$ cat config.mk
export PLATFORM = sky130hd
export DESIGN_NAME = useq_ctrl
export DESIGN_NICKNAME = d
export VERILOG_FILES = /design/src/rtl/useq_ctrl.sv
export SDC_FILE = /design/constraint.sdc
export NUM_CORES = 1
export LEC_CHECK = 0
export ABC_AREA = 1
export BUFFER_PORTS_ARGS = -buffer_cell sky130_fd_sc_hd__buf_2
export CAP_MARGIN = 20
export CORE_MARGIN = 1.5
export CORE_UTILIZATION = 54
export CTS_CLUSTER_SIZE = 20
export DETAILED_ROUTE_END_ITERATION = 6
export GPL_TIMING_DRIVEN = 1
export MAX_ROUTING_LAYER = met4
export PLACE_DENSITY = 0.92
export SETUP_SLACK_MARGIN = 0.15
export SYNTH_ARGS = -nofsm -noshare
export SYNTH_HDL_FRONTEND = slang
export SYNTH_SLANG_ARGS = --single-unit
$ cat constraint.sdc
create_clock -name clk -period 2.43 [get_ports clk]
set_input_delay 0.3645 -clock clk [delete_from_list [all_inputs] [get_ports clk]]
set_output_delay 0.3645 -clock clk [all_outputs]
set_load 0.02 [all_outputs]
$ cat src/rtl/useq_ctrl.sv
// useq_ctrl: next-microaddress sequencer for the microprogrammed 8-bit CPU.
// It generates upc from the microword branch field, stalls on pending RAM
// accesses, and halts on HALT, stack fault or RAM wait timeout.
// Build option: define USEQ_STACK_EN to add the CALL/RET return stack.
// Without it, CALL acts as JMP, RET acts as FETCH, and depth/stk_err read 0.
module useq_ctrl #(
  parameter int         WAIT_MAX  = 15,
  parameter logic [7:0] DISP_BASE = 8'h80,
  parameter int         STK_DEPTH = 4
) (
  input  logic       clk,
  input  logic       rst,
  input  logic       run,
  input  logic       uinst_valid,
  input  logic [2:0] br_ctl,
  input  logic [7:0] br_addr,
  input  logic [1:0] cond_sel,
  input  logic       cond_inv,
  input  logic [2:0] flags,
  input  logic [3:0] ir_op,
  input  logic       mem_req,
  input  logic       mem_ack,
  output logic [7:0] upc,
  output logic       exec_en,
  output logic       halted,
  output logic       stk_err,
  output logic       tmo,
  output logic [2:0] depth
);

  typedef enum logic [2:0] {
    BR_NEXT = 3'b000, BR_JMP = 3'b001, BR_DISP = 3'b010, BR_JCC  = 3'b011,
    BR_CALL = 3'b100, BR_RET = 3'b101, BR_FETCH = 3'b110, BR_HALT = 3'b111
  } br_t;

  // Wait count at the start of the last allowed stall cycle.
  localparam logic [7:0] LP_WLAST = 8'(WAIT_MAX - 1);

  // Reject out-of-range configurations at elaboration.
  if (WAIT_MAX < 1 || WAIT_MAX > 255 || STK_DEPTH < 1 || STK_DEPTH > 7) begin : g_bad_param
    $error("useq_ctrl: WAIT_MAX or STK_DEPTH out of range");
  end

  logic [7:0] r_upc;
  logic       r_halted;
  logic       r_tmo;
  logic [7:0] r_wcnt;
  logic [7:0] w_upc_inc;
  logic       w_cond;
  logic       w_live;
  logic       w_stall;
  logic       w_exec;

`ifdef USEQ_STACK_EN
  localparam int         AW      = (STK_DEPTH > 1) ? $clog2(STK_DEPTH) : 1;
  localparam logic [2:0] LP_DMAX = 3'(STK_DEPTH);
  logic [7:0]    r_stk [STK_DEPTH];
  logic [2:0]    r_depth;
  logic          r_stk_err;
  logic [AW-1:0] w_push_idx;
  logic [AW-1:0] w_pop_idx;
  // Top-of-stack slot is depth-1; the next free slot is depth.
  assign w_push_idx = r_depth[AW-1:0];
  assign w_pop_idx  = r_depth[AW-1:0] - AW'(1);
  assign depth      = r_depth;
  assign stk_err    = r_stk_err;
`else
  assign depth      = 3'd0;
  assign stk_err    = 1'b0;
`endif

  // exec_en never looks at upc: only the control inputs and the halt flag gate it.
  assign w_live    = run & uinst_valid & ~r_halted;
  assign w_stall   = w_live & mem_req & ~mem_ack;
  assign w_exec    = w_live & ~(mem_req & ~mem_ack);
  assign w_upc_inc = r_upc + 8'd1;

  assign upc     = r_upc;
  assign exec_en = w_exec;
  assign halted  = r_halted;
  assign tmo     = r_tmo;

  // Branch condition: selected status flag, optionally inverted; select 11 is constant 0.
  always_comb begin
    w_cond = cond_inv;
    case (cond_sel)
      2'b00:   w_cond = flags[0] ^ cond_inv;
      2'b01:   w_cond = flags[1] ^ cond_inv;
      2'b10:   w_cond = flags[2] ^ cond_inv;
      default: w_cond = cond_inv;
    endcase
  end

  // Sequencer state: next address, stall timeout, return stack and sticky faults.
  always_ff @(posedge clk) begin
    if (!rst) begin
      r_upc    <= 8'h00;
      r_halted <= 1'b0;
      r_tmo    <= 1'b0;
      r_wcnt   <= 8'h00;
`ifdef USEQ_STACK_EN
      r_depth   <= 3'd0;
      r_stk_err <= 1'b0;
`endif
    end else if (!r_halted) begin
      // Only back-to-back stall cycles count toward the timeout.
      if (!run || w_exec) begin
        r_wcnt <= 8'h00;
      end else if (w_stall) begin
        r_wcnt <= r_wcnt + 8'd1;
        if (r_wcnt == LP_WLAST) begin
          r_tmo    <= 1'b1;
          r_halted <= 1'b1;
        end
      end
      if (w_exec) begin
        case (br_t'(br_ctl))
          BR_NEXT:  r_upc <= w_upc_inc;
          BR_JMP:   r_upc <= br_addr;
          BR_DISP:  r_upc <= DISP_BASE + {1'b0, ir_op, 3'b000};
          BR_JCC:   r_upc <= w_cond ? br_addr : w_upc_inc;
`ifdef USEQ_STACK_EN
          BR_CALL: begin
            if (r_depth == LP_DMAX) begin
              r_stk_err <= 1'b1;
              r_halted  <= 1'b1;
            end else begin
              r_stk[w_push_idx] <= w_upc_inc;
              r_depth           <= r_depth + 3'd1;
              r_upc             <= br_addr;
            end
          end
          BR_RET: begin
            if (r_depth == 3'd0) begin
              r_stk_err <= 1'b1;
              r_halted  <= 1'b1;
            end else begin
              r_upc   <= r_stk[w_pop_idx];
              r_depth <= r_depth - 3'd1;
            end
          end
`else
          BR_CALL:  r_upc <= br_addr;
          BR_RET:   r_upc <= 8'h00;
`endif
          BR_FETCH: r_upc <= 8'h00;
          BR_HALT:  r_halted <= 1'b1;
          default:  r_upc <= r_upc;
        endcase
      end
    end
  end

endmodule

==> flow_metrics.env <==
export IMPL_ys_warn_count=0
export IMPL_fin_crit_sh_pct=68.5
export IMPL_syn_area_um2=1310
export IMPL_fmax_mhz=601
export IMPL_clk_pin_slew_ns=0.11
export IMPL_critPathMaxStageDelay_ns=0.37
export IMPL_crit_chain="nor3_2 > inv_1 > nor2_4 > buf_2"
export IMPL_worstPathMaxFanout=5
export IMPL_finalWeightedCongestion=0.867
export IMPL_cts_tree="built"
export IMPL_netlist_top_cells_area="dfxtp_1 (27%), nand2_1 (13%), inv_1 (9.4%)"
export IMPL_ys_async_sr_fraction_pct=0
export IMPL_rsz0062_at_grt="no"
export IMPL_grt_overflow=0
export IMPL_routedWlPerCell_um=9.65
export IMPL_cts_sinks=18
export IMPL_p_int_uw=455
export IMPL_tritoncts_num_buffers=3
export IMPL_seqPwrFrac_pct=48.3
export IMPL_postCtsHoldBufs=0
export IMPL_place_hpwl_um=2130
export IMPL_placed_area_um2=1500
export IMPL_setup_tns_ns=0
export IMPL_cp_end_kind="primary output"
export IMPL_cts_buffer_depth=2
export IMPL_path_delay_family="flip-flops"
export IMPL_finalSetupViolations=0
export IMPL_final_max_slew_viol_count=0
export IMPL_initial_core_util_pct=58.3
export IMPL_synth_cells=209
export IMPL_fin_nets=280
export IMPL_cts_resized=0
export IMPL_path_depth=4
export IMPL_switching_share_pct=31.0
export IMPL_critPathLaunch="halted$_SDFF_PN0_"
export IMPL_layout_area_overhead_vs_synth_pct=16.6
export IMPL_avgViaCountPerCell=4.93
export IMPL_drtPass1Iterations=5
export IMPL_avgSynthCellArea_um2=6.29
export IMPL_synth_top_area_share_pct=27.4
export IMPL_synth_main_ff_cell="dfxtp_1"
export IMPL_p_comb_share_pct=23.2
export IMPL_status="finished, final reports clean"
export IMPL_synth_seq_cells=18
export IMPL_power_leakage_nw=0.815
export IMPL_power_density_nw_per_um2=431
export IMPL_vias=1351
export IMPL_design_area_um2=1530
export IMPL_register_area_um2=360
export IMPL_worst_clock_skew_ns=0.00964
export IMPL_grt_pass1_vias=1175
export IMPL_startpoint_type="register"
export IMPL_crit_path_end="exec_en"
export IMPL_pin_count=42
export IMPL_pwr_share_clk_pct=28.5
export IMPL_p_sw_uw=204
export IMPL_min_period_ns=1.66
export IMPL_postLayoutCoreUtil_pct=67.9
export IMPL_rows=17
export IMPL_die_height_um=52.3
export IMPL_drt_initial_drc_count=31
export IMPL_ys_seq_area_share_pct=27.4
export IMPL_insertion_delay_ns=0.30
export IMPL_fp_dieW_um=52.3
export IMPL_r2r_end="upc[6]$_SDFFE_PN0P_"
export IMPL_antenna_left=0
export IMPL_antenna_cells_inserted=0
export IMPL_root_buffer="clkbuf_4"
export IMPL_critical_path_buf_inv_count=2
export IMPL_htree_levels=1
export IMPL_drive_gt1_share_pct=21.1
export IMPL_r2r_cells=10
export IMPL_core_area_um2=2250
export IMPL_grt_pass1_wl_um=4550
export IMPL_worstPathRequired_ns=2.07
export IMPL_peakVddDrop_mv=0.267
export IMPL_ys_types=30
export IMPL_max_cap_violations=0
export IMPL_synth_edf_count=0
export IMPL_antenna_found_initial=0
export IMPL_nFillCells=212
export IMPL_grt_max_degree=14
export IMPL_critPathKind="reg -> out"
export IMPL_synth_top_area_cell="dfxtp_1"
export IMPL_slowest_stage="dfxtp_1"
export IMPL_hold_viol_final=0
export IMPL_port_buffers=37
export IMPL_reg2reg_slack_ns=0.92
export IMPL_drc=0
export IMPL_routed_wl_um=2650
export IMPL_rr_startpoint="upc[1]$_SDFFE_PN0P_"
export IMPL_multiInputGateArea_um2=779
export IMPL_die_area_um2=2740
export IMPL_crit_arrival_ns=1.30
export IMPL_grt_usage_pct=22.4
export IMPL_min_delay_path_class="in -> reg"
export IMPL_post_cts_buffers=0
==> metal layers <==
metal	GRT usage, %	share of wire [%]	vias to the layer above
li1	-	-	714
met1	27.2	47	587
met2	38.1	46	44
met3	3.43	6.2	6
met4	7.26	1.4	0
met5	-	0	-
==> how the worst min path moves through the flow <==
stage | startpoint | cells after the start | slack (ns) | to
after floorplan | r_wcnt[0]$_SDFFE_PN0P_ | 2 | 0.47 | r_wcnt[0]$_SDFFE_PN0P_
after global placement | tmo$_SDFFE_PN0P_ | 2 | 0.47 | tmo$_SDFFE_PN0P_
after detailed placement | tmo$_SDFFE_PN0P_ | 2 | 0.48 | tmo$_SDFFE_PN0P_
after CTS | br_addr[6] | 5 | 0.38 | upc[6]$_SDFFE_PN0P_
after global routing | rst | 3 | 0.38 | halted$_SDFF_PN0_
final | rst | 3 | 0.38 | halted$_SDFF_PN0_
==> state kept, by name, summed over array words and instances (netlist names) <==
signal and count:
halted 1, r_wcnt 8, tmo 1, upc 8
==> layout make-up <==
cell class	count	share of cell area, %
Clock buffer	4	2.37
Sequential cell	18	23.5
Multi-Input combinational cell	151	50.9
Timing Repair Buffer	37	12.1
Inverter	36	8.82
Tap cell	28	2.29
==> through the flow <==
| stage | setup WS, ns | std cells | hold slack (ns) | power, mW |
|---|---|---|---|---|
| 2_1_floorplan | 0.898 | 212 | 0.471 | 0.435 |
| 3_3_place_gp | 0.669 | 270 | 0.473 | 0.475 |
| 3_5_place_dp | 0.622 | 270 | 0.478 | 0.478 |
| 4_1_cts | 0.764 | 274 | 0.377 | 0.664 |
| 5_1_grt | 0.713 | 274 | 0.383 | 0.697 |
| 6_report | 0.767 | 274 | 0.384 | 0.660 |
==> layout by cell type, fill, tap and decap left out <==
master,netlist,layout
o21bai_1,1,1
nand4_1,5,5
xor2_1,5,5
o21ai_0,6,6
nor3_1,4,4
dfxtp_1,18,18
nor3_2,1,1
a21oi_1,6,6
nor3b_1,2,2
nand3_1,19,19
o2bb2ai_1,1,1
inv_1,33,33
o21a_1,2,2
conb_1,1,4
nor2_2,1,1
buf_2,1,37
clkbuf_8,0,1
inv_2,3,3
nand2_2,3,3
o21ai_4,1,1
nand2_1,47,47
nand3b_1,1,1
ha_1,6,6
or2_0,1,1
clkbuf_4,0,3
nor2_1,31,31
nor2_4,1,1
or2_2,1,1
xnor2_1,2,2
==> worst reg2reg max path: stages (launching register included) <==
cell     delay, ns
dfxtp_1       0.40
ha_1          0.20
nand2_1       0.08
nor2_1        0.18
nand3_1       0.11
xor2_1        0.14
inv_1         0.05
nand2_1       0.05
nand2_1       0.05
nor2_1        0.11
nor2_1        0.05
==> kinds of logic (layout without fill, tap and decap cells) <==
logic type                 count (synthesis)  after routing  synth area share (%)
and+or+nand+nor                          117            117                  39.6
adders and majority gates                  6              6                  5.71
AOI/OAI and AO/OA                         17             17                  8.19
DFF                                       18             18                  27.4
buffers and inverters                     43             77                  14.1
other                                      1              4                 0.285
xor gates and xnor gates                   7              7                  4.67
==> synth_stat cells (4+ instances only) <==
library cell	n
buf_4	4
o21ai_0	6
nand3_1	19
ha_1	6
xor2_1	5
nor3_1	4
nand2_1	47
inv_1	33
dfxtp_1	18
a21oi_1	6
nor2_1	31
nand4_1	5
==> power groups by stage <==
| stage | Combinational (mW) | Sequential (mW) | Clock (mW) |
|---|---|---|---|
| after floorplan | 0.101 | 0.334 | 0 |
| after global placement | 0.150 | 0.325 | 0 |
| after detailed placement | 0.153 | 0.325 | 0 |
| after CTS | 0.153 | 0.319 | 0.192 |
| after global routing | 0.174 | 0.321 | 0.202 |
| final | 0.153 | 0.319 | 0.188 |
Power figures use the tool's default switching activity.
